## src/rtl/fetch_prefetch_queue.sv

```systemverilog
// Instruction-fetch front end: pipelined ibus reads with credit-based issue into a
// DEPTH-entry PC/instruction queue; redirects flush the queue and kill in-flight reads.
module fetch_prefetch_queue #(
    parameter int          DEPTH           = 4,
    parameter int          MAX_OUTSTANDING = 2,
    parameter logic [31:0] RESET_PC        = 32'hbfc0_0000
) (
    input  logic        clk,
    input  logic        reset,
    input  logic        redirect_valid,
    input  logic [31:0] redirect_pc,
    output logic        ireq_valid,
    output logic [31:0] ireq_addr,
    input  logic        iresp_addr_ok,
    input  logic        iresp_data_ok,
    input  logic [31:0] iresp_data,
    output logic        out_valid,
    output logic [31:0] out_pc,
    output logic [31:0] out_instr,
    input  logic        out_ready
);

    localparam int OW = $clog2(MAX_OUTSTANDING + 1);
    localparam int CW = $clog2(DEPTH + 1);
    localparam int AW = $clog2(DEPTH);
    localparam int PW = (MAX_OUTSTANDING > 1) ? $clog2(MAX_OUTSTANDING) : 1;

    // Handshakes: an ibus request transfers on ireq_valid & iresp_addr_ok and is held
    // unchanged until then; a queue entry transfers to decode on out_valid & out_ready.

    logic [31:0]   fetch_pc_q, fetch_pc_d;
    logic          req_valid_q, req_valid_d;
    logic [31:0]   req_addr_q, req_addr_d;
    logic [OW-1:0] out_cnt_q, out_cnt_d;
    logic [OW-1:0] kill_cnt_q, kill_cnt_d;
    logic          kill_req_q, kill_req_d;
    logic [31:0]   pend_pc_q [MAX_OUTSTANDING];
    logic [PW-1:0] pend_rd_q, pend_rd_d;
    logic [PW-1:0] pend_wr_q, pend_wr_d;
    logic [31:0]   q_pc_q    [DEPTH];
    logic [31:0]   q_instr_q [DEPTH];
    logic [CW-1:0] q_cnt_q, q_cnt_d;
    logic [AW-1:0] q_rd_q, q_rd_d;
    logic [AW-1:0] q_wr_q, q_wr_d;

    logic accept;
    logic push;
    logic pop;
    logic credit_ok;

    function automatic logic [PW-1:0] pend_inc(input logic [PW-1:0] p);
        return (int'(p) == MAX_OUTSTANDING - 1) ? '0 : p + PW'(1);
    endfunction

    assign accept = req_valid_q & iresp_addr_ok;
    assign pop    = (q_cnt_q != '0) & out_ready;
    // Words returning in a redirect cycle or owed to an earlier redirect are discarded.
    assign push   = iresp_data_ok & (kill_cnt_q == '0) & ~redirect_valid;

    always_comb begin
        out_cnt_d = out_cnt_q;
        if (accept)        out_cnt_d = out_cnt_d + OW'(1);
        if (iresp_data_ok) out_cnt_d = out_cnt_d - OW'(1);

        kill_cnt_d = kill_cnt_q;
        if (accept && kill_req_q)                   kill_cnt_d = kill_cnt_d + OW'(1);
        if (iresp_data_ok && (kill_cnt_q != '0))    kill_cnt_d = kill_cnt_d - OW'(1);
        if (redirect_valid)                         kill_cnt_d = out_cnt_d;

        kill_req_d = kill_req_q;
        if (accept) kill_req_d = 1'b0;
        if (redirect_valid && req_valid_q && !iresp_addr_ok) kill_req_d = 1'b1;

        pend_wr_d = accept        ? pend_inc(pend_wr_q) : pend_wr_q;
        pend_rd_d = iresp_data_ok ? pend_inc(pend_rd_q) : pend_rd_q;

        q_cnt_d = q_cnt_q;
        q_rd_d  = q_rd_q;
        q_wr_d  = q_wr_q;
        if (push) begin
            q_cnt_d = q_cnt_d + CW'(1);
            q_wr_d  = q_wr_q + AW'(1);
        end
        if (pop) begin
            q_cnt_d = q_cnt_d - CW'(1);
            q_rd_d  = q_rd_q + AW'(1);
        end
        if (redirect_valid) begin
            q_cnt_d = '0;
            q_rd_d  = '0;
            q_wr_d  = '0;
        end

        // A killed request was issued for the old stream, so it does not advance fetch_pc.
        fetch_pc_d = fetch_pc_q;
        if (accept && !kill_req_q) fetch_pc_d = fetch_pc_q + 32'd4;
        if (redirect_valid)        fetch_pc_d = redirect_pc;

        // Every accepted read must have a guaranteed queue slot when it returns.
        credit_ok = (int'(out_cnt_d) < MAX_OUTSTANDING) &&
                    ((int'(q_cnt_d) + int'(out_cnt_d)) < DEPTH);

        req_valid_d = req_valid_q;
        req_addr_d  = req_addr_q;
        if (!req_valid_q || accept) begin
            req_valid_d = credit_ok;
            if (credit_ok) req_addr_d = fetch_pc_d;
        end
    end

    always_ff @(posedge clk or posedge reset) begin
        if (reset) begin
            fetch_pc_q  <= RESET_PC;
            req_valid_q <= 1'b0;
            req_addr_q  <= RESET_PC;
            out_cnt_q   <= '0;
            kill_cnt_q  <= '0;
            kill_req_q  <= 1'b0;
            pend_rd_q   <= '0;
            pend_wr_q   <= '0;
            q_cnt_q     <= '0;
            q_rd_q      <= '0;
            q_wr_q      <= '0;
            for (int i = 0; i < MAX_OUTSTANDING; i++) pend_pc_q[i] <= '0;
            for (int i = 0; i < DEPTH; i++) begin
                q_pc_q[i]    <= '0;
                q_instr_q[i] <= '0;
            end
        end else begin
            fetch_pc_q  <= fetch_pc_d;
            req_valid_q <= req_valid_d;
            req_addr_q  <= req_addr_d;
            out_cnt_q   <= out_cnt_d;
            kill_cnt_q  <= kill_cnt_d;
            kill_req_q  <= kill_req_d;
            pend_rd_q   <= pend_rd_d;
            pend_wr_q   <= pend_wr_d;
            q_cnt_q     <= q_cnt_d;
            q_rd_q      <= q_rd_d;
            q_wr_q      <= q_wr_d;
            if (accept) pend_pc_q[pend_wr_q] <= req_addr_q;
            if (push) begin
                q_pc_q[q_wr_q]    <= pend_pc_q[pend_rd_q];
                q_instr_q[q_wr_q] <= iresp_data;
            end
        end
    end

    assign ireq_valid = req_valid_q;
    assign ireq_addr  = req_addr_q;
    assign out_valid  = (q_cnt_q != '0);
    assign out_pc     = q_pc_q[q_rd_q];
    assign out_instr  = q_instr_q[q_rd_q];

    a_no_orphan_data: assert property (@(posedge clk) disable iff (reset)
        !(iresp_data_ok && (out_cnt_q == '0)));
    a_no_queue_overflow: assert property (@(posedge clk) disable iff (reset)
        !(push && !pop && (q_cnt_q == CW'(DEPTH))));
    a_kill_le_outstanding: assert property (@(posedge clk) disable iff (reset)
        kill_cnt_q <= out_cnt_q);

endmodule

```

## config.mk

```make
export PLATFORM = sky130hd
export DESIGN_NAME = fetch_prefetch_queue
export DESIGN_NICKNAME = d
export VERILOG_FILES = /design/src/rtl/fetch_prefetch_queue.sv
export SDC_FILE = /design/constraint.sdc
export NUM_CORES = 1
export LEC_CHECK = 0
export ABC_CLOCK_PERIOD_IN_PS = 16560
export BUFFER_PORTS_ARGS = -buffer_cell sky130_fd_sc_hd__buf_2
export CAP_MARGIN = 20
export CORE_MARGIN = 2
export CORE_UTILIZATION = 30
export CTS_CLUSTER_DIAMETER = 60
export DETAILED_ROUTE_END_ITERATION = 10
export PLACE_DENSITY = 0.48
export SYNTH_ARGS = -nofsm -noshare
export SYNTH_HDL_FRONTEND = slang
export SYNTH_SLANG_ARGS = --single-unit
```

## constraint.sdc

```tcl
create_clock -name clk -period 16.56 [get_ports clk]
set_input_delay 1.656 -clock clk [delete_from_list [all_inputs] [get_ports clk]]
set_output_delay 1.656 -clock clk [all_outputs]
set_load 0.02 [all_outputs]
```

==> flow_summary.json <==
{
  "skew_ns": 0.0225,
  "routabilityCongestion": 0.690,
  "r2r_start": "kill_cnt_q[0]",
  "finalSetupViolCount": 0,
  "num_io_pins": 168,
  "num_vias": 10384,
  "dr.pass1.iters": 7,
  "dp_hpwl_mm": 26.0,
  "drive_gt1_frac": 0.398,
  "cts.sinks": 399,
  "drc": 0,
  "coreArea_sq_um": 56500,
  "placementRows": 87,
  "synthArstFlopShare": 1.00,
  "dpl_cell_area_sq_um": 18800,
  "seqCellArea_sq_um": 10000,
  "synth_edf_count": 0,
  "cts_hold_buf": 0,
  "finalSetupTns_ns": 0,
  "h-tree-depth": 2,
  "worstPathMaxFanout": 59,
  "io_buffers": 167,
  "initial_core_util": 0.304,
  "nFillCells": 5528,
  "max_freq_mhz": 197,
  "p_leak_nw": 9.17,
  "grt_pass1_wl_mm": 66.1,
  "cts_max_path_buffers": 3,
  "final_util": 0.359,
  "cts_root_buf": "clkbuf_16",
  "wl_mm": 41.2,
  "path_class": "input port to register",
  "tritoncts": "yes",
  "avgSynthCellArea_sq_um": 13.5,
  "design_area_sq_um": 20300,
  "dieArea_sq_um": 59200,
  "hold_path.class": "register to register",
  "synth_top_cell_area_share": 0.555,
  "hold_path_startpoint": "q_pc_q[94]",
  "drt-initial-drc-count": 552,
  "hold_viol": 0,
  "grt_usage": 0.142,
  "yosysWarnings": 0,
  "clock_latency_ns": 0.58,
  "end_kind": "register",
  "swShare": 0.346,
  "grt_remaining_overflow": 0,
  "pwr-share-seq": 0.400,
  "relSlewSlack": 0.364,
  "postCtsSetupRepairBufs": 0,
  "p_sw_mw": 1.34,
  "final_nets": 1504,
  "postSynthNetCount": 1352,
  "rsz0062_at_grt": "no",
  "cp.required_ns": 17.01,
  "antenna_found_initial": 1,
  "ir_worst_vdd_v": 0.0000764,
  "start_kind": "input port",
  "ys_types": 43,
  "combPwrFrac": 0.341,
  "viasPerCell": 4.69,
  "die_h_um": 243,
  "grt_max_degree": 133,
  "critPathArrivalTime_ns": 5.52,
  "final_max_slew_viol_count": 0,
  "synthCells": 1272,
  "synth_area_leader_cell": "dfrtp_1",
  "tightest_slew_ns": 0.950,
  "numCtsBuffers": 47,
  "synth.yosys.seq_area_share": 0.583,
  "cts_resized": 0,
  "synth-seq-cells": 399,
  "num_antenna_cells": 0,
  "power_frac_clock": 0.260,
  "detail-route-antenna-nets": 0,
  "outcome": "complete, no violations",
  "path_clk_slew_ns": 0.06,
  "dieWidth_um": 243,
  "max-cap-violations": 0,
  "routedWlPerCell_um": 18.6,
  "crit_path_start": "redirect_valid",
  "multi_input_area_sq_um": 6840,
  "powerDensity_nw_per_um2": 191,
  "fin_crit_sh": 0.306,
  "min_period_ns": 5.07,
  "synthFlopType": "dfrtp_1",
  "synth_area_sq_um": 17200,
  "p_int_mw": 2.54,
  "grt_pass1_vias": 11132,
  "synthToLayoutAreaGrowth_pct": 18.2,
  "yosys-top-cells-area": "dfrtp_1, mux2_2, mux4_2"
}
## sequential cells by signal, summed over array words and instances (netlist names)
| register | cells |
|---|---|
| q_pc_q | 128 |
| out_cnt_q | 2 |
| fetch_pc_q | 32 |
| pend_pc_q | 64 |
| q_cnt_q | 3 |
| ireq_addr | 32 |
| kill_cnt_q | 2 |
| ireq_valid | 1 |
| q_instr_q | 128 |
| pend_wr_q | 1 |
| q_wr_q | 2 |
| kill_req_q | 1 |
| q_rd_q | 2 |
| pend_rd_q | 1 |
## critical path, cell delays in order
cell	delay (ns)
buf_2	0.09
buf_4	0.30
nor2_1	0.81
mux2i_1	0.36
ha_1	0.27
and3_1	0.17
a211oi_1	0.31
ha_1	0.29
nand3b_1	0.08
o22ai_1	0.12
nor3_4	0.21
buf_4	0.42
mux2_2	0.40
## layer usage
layer  vias to the layer above  wire length [um]  global-route usage
li1                       4846                 -                   -
met1                      5303             19100               0.192
met2                       175             19200               0.229
met3                        58              2100              0.0358
met4                         2               807              0.0357
met5                         -                13                   0
## path summary, 6_finish.rpt
| check | end | cells past startpoint | slack (ns) |
|---|---|---|---|
| setup / recovery | ireq_addr[2] | 13 | 11.49 |
| hold / removal | q_pc_q[94] | 2 | 0.47 |
| setup reg to reg | ireq_addr[2] | 14 | 12.12 |
| hold reg to reg | q_pc_q[94] | 2 | 0.47 |
| max in group asynchronous | q_instr_q[52] | 4 | 12.83 |
| min in group asynchronous | kill_cnt_q[0] | 2 | 1.24 |
## through the flow
stage	power [mW]	hold slack, ns	instances	setup WS, ns
floorplan	2.49	0.445	1272	3.84
global placement	2.89	0.456	2131	10.96
detailed placement	2.93	0.466	2131	10.93
CTS	3.96	0.479	2215	11.47
global route	4.15	0.496	2215	11.24
finish	3.88	0.473	2215	11.49
## cell type report
type,instances,area share
timing repair buffer,180,0.0460
tap,756,0.0466
multi-input combinational,786,0.337
inverter,10,0.00222
clock buffer,73,0.0692
sequential,399,0.494
clock inverter,11,0.00530
## cell usage after synthesis (all sizes together), types with 2 or more instances
| master | number |
|---|---|
| a21oi | 8 |
| a31oi | 4 |
| and3 | 4 |
| buf | 25 |
| clkbuf | 52 |
| dfrtp | 381 |
| dfstp | 18 |
| ha | 10 |
| inv | 9 |
| mux2 | 238 |
| mux2i | 34 |
| mux4 | 64 |
| nand2 | 165 |
| nand2b | 2 |
| nand3 | 17 |
| nand4 | 11 |
| nor2 | 17 |
| nor2b | 2 |
| nor3 | 7 |
| nor4 | 2 |
| o21ai | 147 |
| or2 | 3 |
| or3 | 3 |
| xnor2 | 28 |
| xor2 | 11 |
## power by group through the flow
| stage | sequential, mW | combinational, mW | clock (mW) |
|---|---|---|---|
| detailed placement | 1.57 | 1.35 | 0 |
| floorplan | 1.51 | 0.974 | 0 |
| finish | 1.55 | 1.32 | 1.01 |
| global route | 1.61 | 1.45 | 1.09 |
| CTS | 1.56 | 1.35 | 1.04 |
| global placement | 1.56 | 1.33 | 0 |
## logic make-up after synthesis
group,Yosys count,share of synthesized area
multiplexers,336,0.260
XOR/XNOR,39,0.0199
AO/OA/AOI/OAI,164,0.0489
buffers and inverters,87,0.0209
AND/OR/NAND/NOR,237,0.0603
flip-flops,399,0.583
adder cells (fa/ha/maj),10,0.00729
## placed cells by master (no fill, tap or decap), types with 2 or more instances in the layout
cell type,n
inv_8,2
mux2_1,5
nor3_1,5
nor2_2,2
xnor2_1,28
o21ai_0,147
inv_1,8
a31oi_1,4
and3_1,4
clkbuf_8,11
mux2_2,233
nand2b_1,2
or2_2,2
mux4_2,64
nor2b_1,2
dfrtp_1,378
ha_1,10
nand4_1,11
xor2_1,11
clkbuf_1,14
buf_4,13
a21oi_1,8
nor4_1,2
dfstp_2,18
nor2_1,15
or3_1,3
dfrtp_4,2
clkinv_2,5
mux2i_1,34
clkbuf_16,48
buf_2,167
nand2_4,4
nand2_1,161
nand3_1,16
(Power assumes the default switching activity.)
